===== src/rtl/mio_bus_arbiter.sv =====
// Two-master arbiter sharing data RAM and MMIO (GPIO E/F, counter), with RAM wait states.
// Build option: define MIO_FIXED_PRIO_EN for fixed M0 priority instead of round-robin.
module mio_bus_arbiter #(
    parameter int unsigned RAM_WAIT = 1,
    parameter int unsigned RAM_AW   = 10
) (
    input  logic              clk,
    input  logic              reset,
    input  logic              m0_req,
    input  logic [3:0]        m0_we,
    input  logic [31:0]       m0_addr,
    input  logic [31:0]       m0_wdata,
    output logic [31:0]       m0_rdata,
    output logic              m0_ready,
    input  logic              m1_req,
    input  logic [3:0]        m1_we,
    input  logic [31:0]       m1_addr,
    input  logic [31:0]       m1_wdata,
    output logic [31:0]       m1_rdata,
    output logic              m1_ready,
    output logic              grant,
    output logic [3:0]        ram_wea,
    output logic [RAM_AW-1:0] ram_addr,
    output logic [31:0]       ram_din,
    input  logic [31:0]       ram_dout,
    output logic [31:0]       io_wdata,
    output logic              gpio_e_we,
    output logic              gpio_f_we,
    output logic              counter_we,
    input  logic [31:0]       gpio_rdata,
    input  logic [31:0]       counter_rdata
);

    typedef enum logic [1:0] {StIdle, StAccess, StWait, StDone} state_e;
    typedef enum logic [1:0] {RegRam, RegGpioE, RegGpioF, RegCounter} region_e;

    localparam bit         HasWait = (RAM_WAIT != 0);
    localparam logic [2:0] CntInit = (RAM_WAIT == 0) ? 3'd0 : 3'(RAM_WAIT - 1);

    state_e            state;
    region_e           region_q;
    logic              wr_q;
    logic [RAM_AW-1:0] word_q;
    logic [31:0]       wdata_q;
    logic [2:0]        cnt;
    logic [31:0]       m0_rdata_q;
    logic [31:0]       m1_rdata_q;

    logic        any_req;
    logic        pick_m1;
    logic [3:0]  sel_we;
    logic [31:0] sel_addr;
    logic [31:0] sel_wdata;
    region_e     sel_region;
    logic [31:0] rd_src;
    logic        rd_live;

    assign any_req = m0_req | m1_req;

`ifdef MIO_FIXED_PRIO_EN
    assign pick_m1 = ~m0_req;
`else
    logic last_grant;
    // Contention goes to whoever did not own the previous transfer.
    assign pick_m1 = m1_req & (~m0_req | ~last_grant);
`endif

    assign sel_we    = pick_m1 ? m1_we    : m0_we;
    assign sel_addr  = pick_m1 ? m1_addr  : m0_addr;
    assign sel_wdata = pick_m1 ? m1_wdata : m0_wdata;

    always_comb begin
        if (sel_addr[31:28] == 4'hE) begin
            sel_region = RegGpioE;
        end else if (sel_addr[31:28] == 4'hF) begin
            sel_region = sel_addr[2] ? RegCounter : RegGpioF;
        end else begin
            sel_region = RegRam;
        end
    end

    always_comb begin
        case (region_q)
            RegGpioE, RegGpioF: rd_src = gpio_rdata;
            RegCounter:         rd_src = counter_rdata;
            default:            rd_src = ram_dout;
        endcase
    end

    // Read data is forwarded live during DONE so it is valid alongside ready.
    assign rd_live  = (state == StDone) && !wr_q;
    assign m0_rdata = (rd_live && !grant) ? rd_src : m0_rdata_q;
    assign m1_rdata = (rd_live &&  grant) ? rd_src : m1_rdata_q;

    assign ram_addr = word_q;
    assign ram_din  = wdata_q;
    assign io_wdata = wdata_q;

    always_ff @(posedge clk or posedge reset) begin
        if (reset) begin
            state      <= StIdle;
            region_q   <= RegRam;
            wr_q       <= 1'b0;
            word_q     <= '0;
            wdata_q    <= '0;
            cnt        <= '0;
            grant      <= 1'b0;
`ifndef MIO_FIXED_PRIO_EN
            last_grant <= 1'b1;
`endif
            m0_ready   <= 1'b0;
            m1_ready   <= 1'b0;
            m0_rdata_q <= '0;
            m1_rdata_q <= '0;
            ram_wea    <= '0;
            gpio_e_we  <= 1'b0;
            gpio_f_we  <= 1'b0;
            counter_we <= 1'b0;
        end else begin
            m0_ready   <= 1'b0;
            m1_ready   <= 1'b0;
            ram_wea    <= '0;
            gpio_e_we  <= 1'b0;
            gpio_f_we  <= 1'b0;
            counter_we <= 1'b0;
            unique case (state)
                StIdle: begin
                    if (any_req) begin
                        state      <= StAccess;
                        grant      <= pick_m1;
`ifndef MIO_FIXED_PRIO_EN
                        last_grant <= pick_m1;
`endif
                        region_q   <= sel_region;
                        wr_q       <= |sel_we;
                        word_q     <= sel_addr[RAM_AW+1:2];
                        wdata_q    <= sel_wdata;
                        // Strobes are registered here so they are high for ACCESS only.
                        if (|sel_we) begin
                            unique case (sel_region)
                                RegRam:     ram_wea    <= sel_we;
                                RegGpioE:   gpio_e_we  <= 1'b1;
                                RegGpioF:   gpio_f_we  <= 1'b1;
                                RegCounter: counter_we <= 1'b1;
                            endcase
                        end
                    end
                end
                StAccess: begin
                    if (region_q == RegRam && HasWait) begin
                        state <= StWait;
                        cnt   <= CntInit;
                    end else begin
                        state    <= StDone;
                        m0_ready <= ~grant;
                        m1_ready <= grant;
                    end
                end
                StWait: begin
                    if (cnt == 3'd0) begin
                        state    <= StDone;
                        m0_ready <= ~grant;
                        m1_ready <= grant;
                    end else begin
                        cnt <= cnt - 3'd1;
                    end
                end
                StDone: begin
                    state <= StIdle;
                    if (!wr_q) begin
                        if (grant) begin
                            m1_rdata_q <= rd_src;
                        end else begin
                            m0_rdata_q <= rd_src;
                        end
                    end
                end
                default: state <= StIdle;
            endcase
        end
    end

    logic unused_addr;
    assign unused_addr = ^{sel_addr[27:RAM_AW+2], sel_addr[1:0]};

endmodule


===== config.mk =====
export PLATFORM = sky130hd
export DESIGN_NAME = mio_bus_arbiter
export DESIGN_NICKNAME = d
export VERILOG_FILES = /design/src/rtl/mio_bus_arbiter.sv
export SDC_FILE = /design/constraint.sdc
export NUM_CORES = 1
export LEC_CHECK = 0
export CORE_AREA = 2 2 149 151
export CTS_CLUSTER_DIAMETER = 40
export DETAILED_ROUTE_END_ITERATION = 16
export DIE_AREA = 0 0 151 153
export PLACE_DENSITY = 0.75
export SLEW_MARGIN = 20
export SYNTH_ARGS = -nofsm -noshare
export SYNTH_HDL_FRONTEND = slang
export SYNTH_SLANG_ARGS = --single-unit

===== constraint.sdc =====
create_clock -name clk -period 4.91 [get_ports clk]
set_input_delay 0.491 -clock clk [delete_from_list [all_inputs] [get_ports clk]]
set_output_delay 0.491 -clock clk [all_outputs]
set_load 0.01 [all_outputs]

==> qor.txt <==
status: completed
WP data required: 4420 ps
fillers: 2,023
Slew Limit Fails: 0
Least-Margin Pin Slew: 961 ps
CP Launch Type: flip-flop
Vias: 6,264
Worst setup EP type: output pin
initial antenna violation count: 1
post-route cell area: 0.0102 mm^2
total iterations of the first detailed-routing run: 5
layout cell share with drive strength beyond 1: 4.62%
# rows: 54
Starting Density: 28.8%
commonest cells after routing, fill and taps aside: clkdlybuf4s50_1 (347), nand2_1 (174), dfrtp_1 (124)
Port-buffer cells: 347
DP HPWL: 16.3 mm
Finish-stage setup viols: 0
max cap viols: 0
cts bufs inserted: 17
warnings from Yosys: 0
vias in the first global route: 6,150
leading area contributor after synthesis: dfrtp_1
Total GRT Usage: 18.0%
maximum root-to-sink buffer count: 2
crit share post-route: 72.6%
worst path arrival time: 3080 ps
Setup CP Type: flip-flop to output pin
post-DR wirelength/cell: 16.3 um
Final #Nets: 1,271
placed cell area: 0.00962 mm^2
final hold vios: 0
TNS Setup: 0 ps
Final ANT Viol Nets: 0
setup ws final: 1340 ps
CORE AREA: 0.0215 mm^2
vias per cell: 4.74
leakage power: 4.17 nW
GP Congestion: 0.802
Seq/Total Area, Yosys: 50.5%
top cells by area, synth: dfrtp_1 (50%), nand2_1 (11%), o21ai_0 (8.1%)
Resize count post-CTS: 0
post-layout util: 47.4%
root buffer cell: clkbuf_16
most common cell after layout, fill and taps aside: clkdlybuf4s50_1
worst vdd ir: 286 uV
largest net degree at the start of global routing: 95
Clk pin slew, worst setup/hold paths: 60 ps
synthesis-stage register bit count: 125
DIE AREA: 0.0231 mm^2
Slew HR: 35.9%
post-synth cell types: 33
die height: 153 um
global-route wire length before repair: 32.1 mm
Power Density: 614 mW/mm^2
Routed WL: 21.6 mm
CTS tree: yes
DRC viols: 0
Period minus WS final: 3570 ps
highest clock rate: 280 MHz
htree depth: 4
Clock Skew: 8.31 ps
Mapped Cells: 735
critical path fanouts, max: 49
total clock sinks: 125
Iteration-0 DRC Markers: 278
Hold Crit Class: flip-flop to flip-flop
num ports: 384
PnR Total Power: 0.00625 W
die width: 151 um
Hold Buf Count CTS: 0
Area Overhead vs Synth: 64.5%
syn_area_per_cell: 8.42 um^2
unrepaired setup endpoints after global routing: false
mapped cell area: 0.00619 mm^2
Post-CTS Setup Repair Bufs: 0
clk_lat worst skew: 410 ps
Synth Net Count: 979
Synth top area share: 50.1%
gr ovfl total: 0
Post-Place Setup Slack: 1750 ps
## logic make-up (layout without fill, tap and decap cells)
family | after synthesis | after routing | synth area share [%]
and+or+nand+nor | 281 | 281 | 18.1
DFF | 125 | 125 | 50.5
buffers and inverters | 91 | 396 | 8.20
AOI/OAI and AO/OA | 230 | 230 | 21.5
adders and majority gates | 8 | 8 | 1.62
other | 0 | 1 | 0
## area by class of cell
| type | instances | area, um^2 | area share, % |
|---|---|---|---|
| timing repair buffer | 356 | 3540 | 34.8 |
| sequential | 125 | 3130 | 30.7 |
| multi-input combinational | 519 | 2560 | 25.2 |
| clock buffer | 18 | 429 | 4.21 |
| tap | 280 | 350 | 3.44 |
| clock inverter | 14 | 136 | 1.34 |
| inverter | 8 | 35.0 | 0.344 |
| antenna | 1 | 2.50 | 0.0246 |
## path summary, 6_finish.rpt
kind	end	start	depth (start not counted)	slack [ps]
setup / recovery	m0_rdata[13]	region_q[0]	6	1340
hold / removal	m1_rdata_q[29]	m1_rdata_q[29]	2	470
setup reg to reg	io_wdata[24]	state[0]	6	2440
hold reg to reg	m1_rdata_q[29]	m1_rdata_q[29]	2	470
max in group asynchronous	region_q[0]	reset	3	3300
min in group asynchronous	m0_rdata_q[2]	reset	2	620
## metrics by stage
stage | std cells | hold slack [ps]
2_1_floorplan | 735 | 439
3_3_place_gp | 1288 | 452
3_5_place_dp | 1288 | 460
4_1_cts | 1320 | 473
5_1_grt | 1321 | 499
6_report | 1321 | 470
## synth_stat cells
cell type,n
o22a_1,1
dfrtp_1,124
a21o_1,1
and4_1,1
nand3_1,8
o21ai_1,2
o21ai_0,100
o221ai_1,1
o311ai_0,1
a21bo_2,1
buf_4,36
a22oi_1,34
nor2b_1,4
o2bb2ai_1,1
a31oi_1,44
and3_1,3
nand4_2,1
ha_1,8
a21oi_1,40
buf_2,25
o211ai_1,2
o22ai_1,1
dfstp_2,1
nor2_1,80
nand2_1,174
nand2b_1,3
clkbuf_1,22
nor4_1,2
inv_1,8
nor3_1,3
nand3b_1,1
a21boi_4,1
or3b_1,1
## where the power goes
| group | switching (W) | leakage [nW] | internal [W] |
|---|---|---|---|
| clock | 0.000504 | 0.262 | 0.000706 |
| combinational | 0.00164 | 2.41 | 0.00164 |
| sequential | 0.000253 | 1.50 | 0.00151 |
## worst max-delay path, stage by stage, from the launching register on
cell and delay [ps]:
dfrtp_1 410, inv_1 70, ha_2 800, buf_4 370, a21oi_1 120, o21ai_0 280
clkdlybuf4s50_1 600
## flip-flops by register name, summed over array words and instances, names as in the netlist
signal      cells
gpio_f_we       1
last_grant      1
m1_ready        1
gpio_e_we       1
counter_we      1
cnt             3
io_wdata       32
ram_wea         4
region_q        2
m1_rdata_q     32
m0_ready        1
grant           1
ram_addr       10
state           2
m0_rdata_q     32
wr_q            1
## layer usage
layer | GRT usage (%) | wire length (um) | vias to the layer above
li1 | - | - | 3093
met1 | 20.0 | 8350 | 2874
met2 | 32.5 | 10800 | 280
met3 | 5.40 | 2070 | 17
met4 | 5.92 | 329 | 0
met5 | 0 | 0 | -
Power figures use the tool's default switching activity.
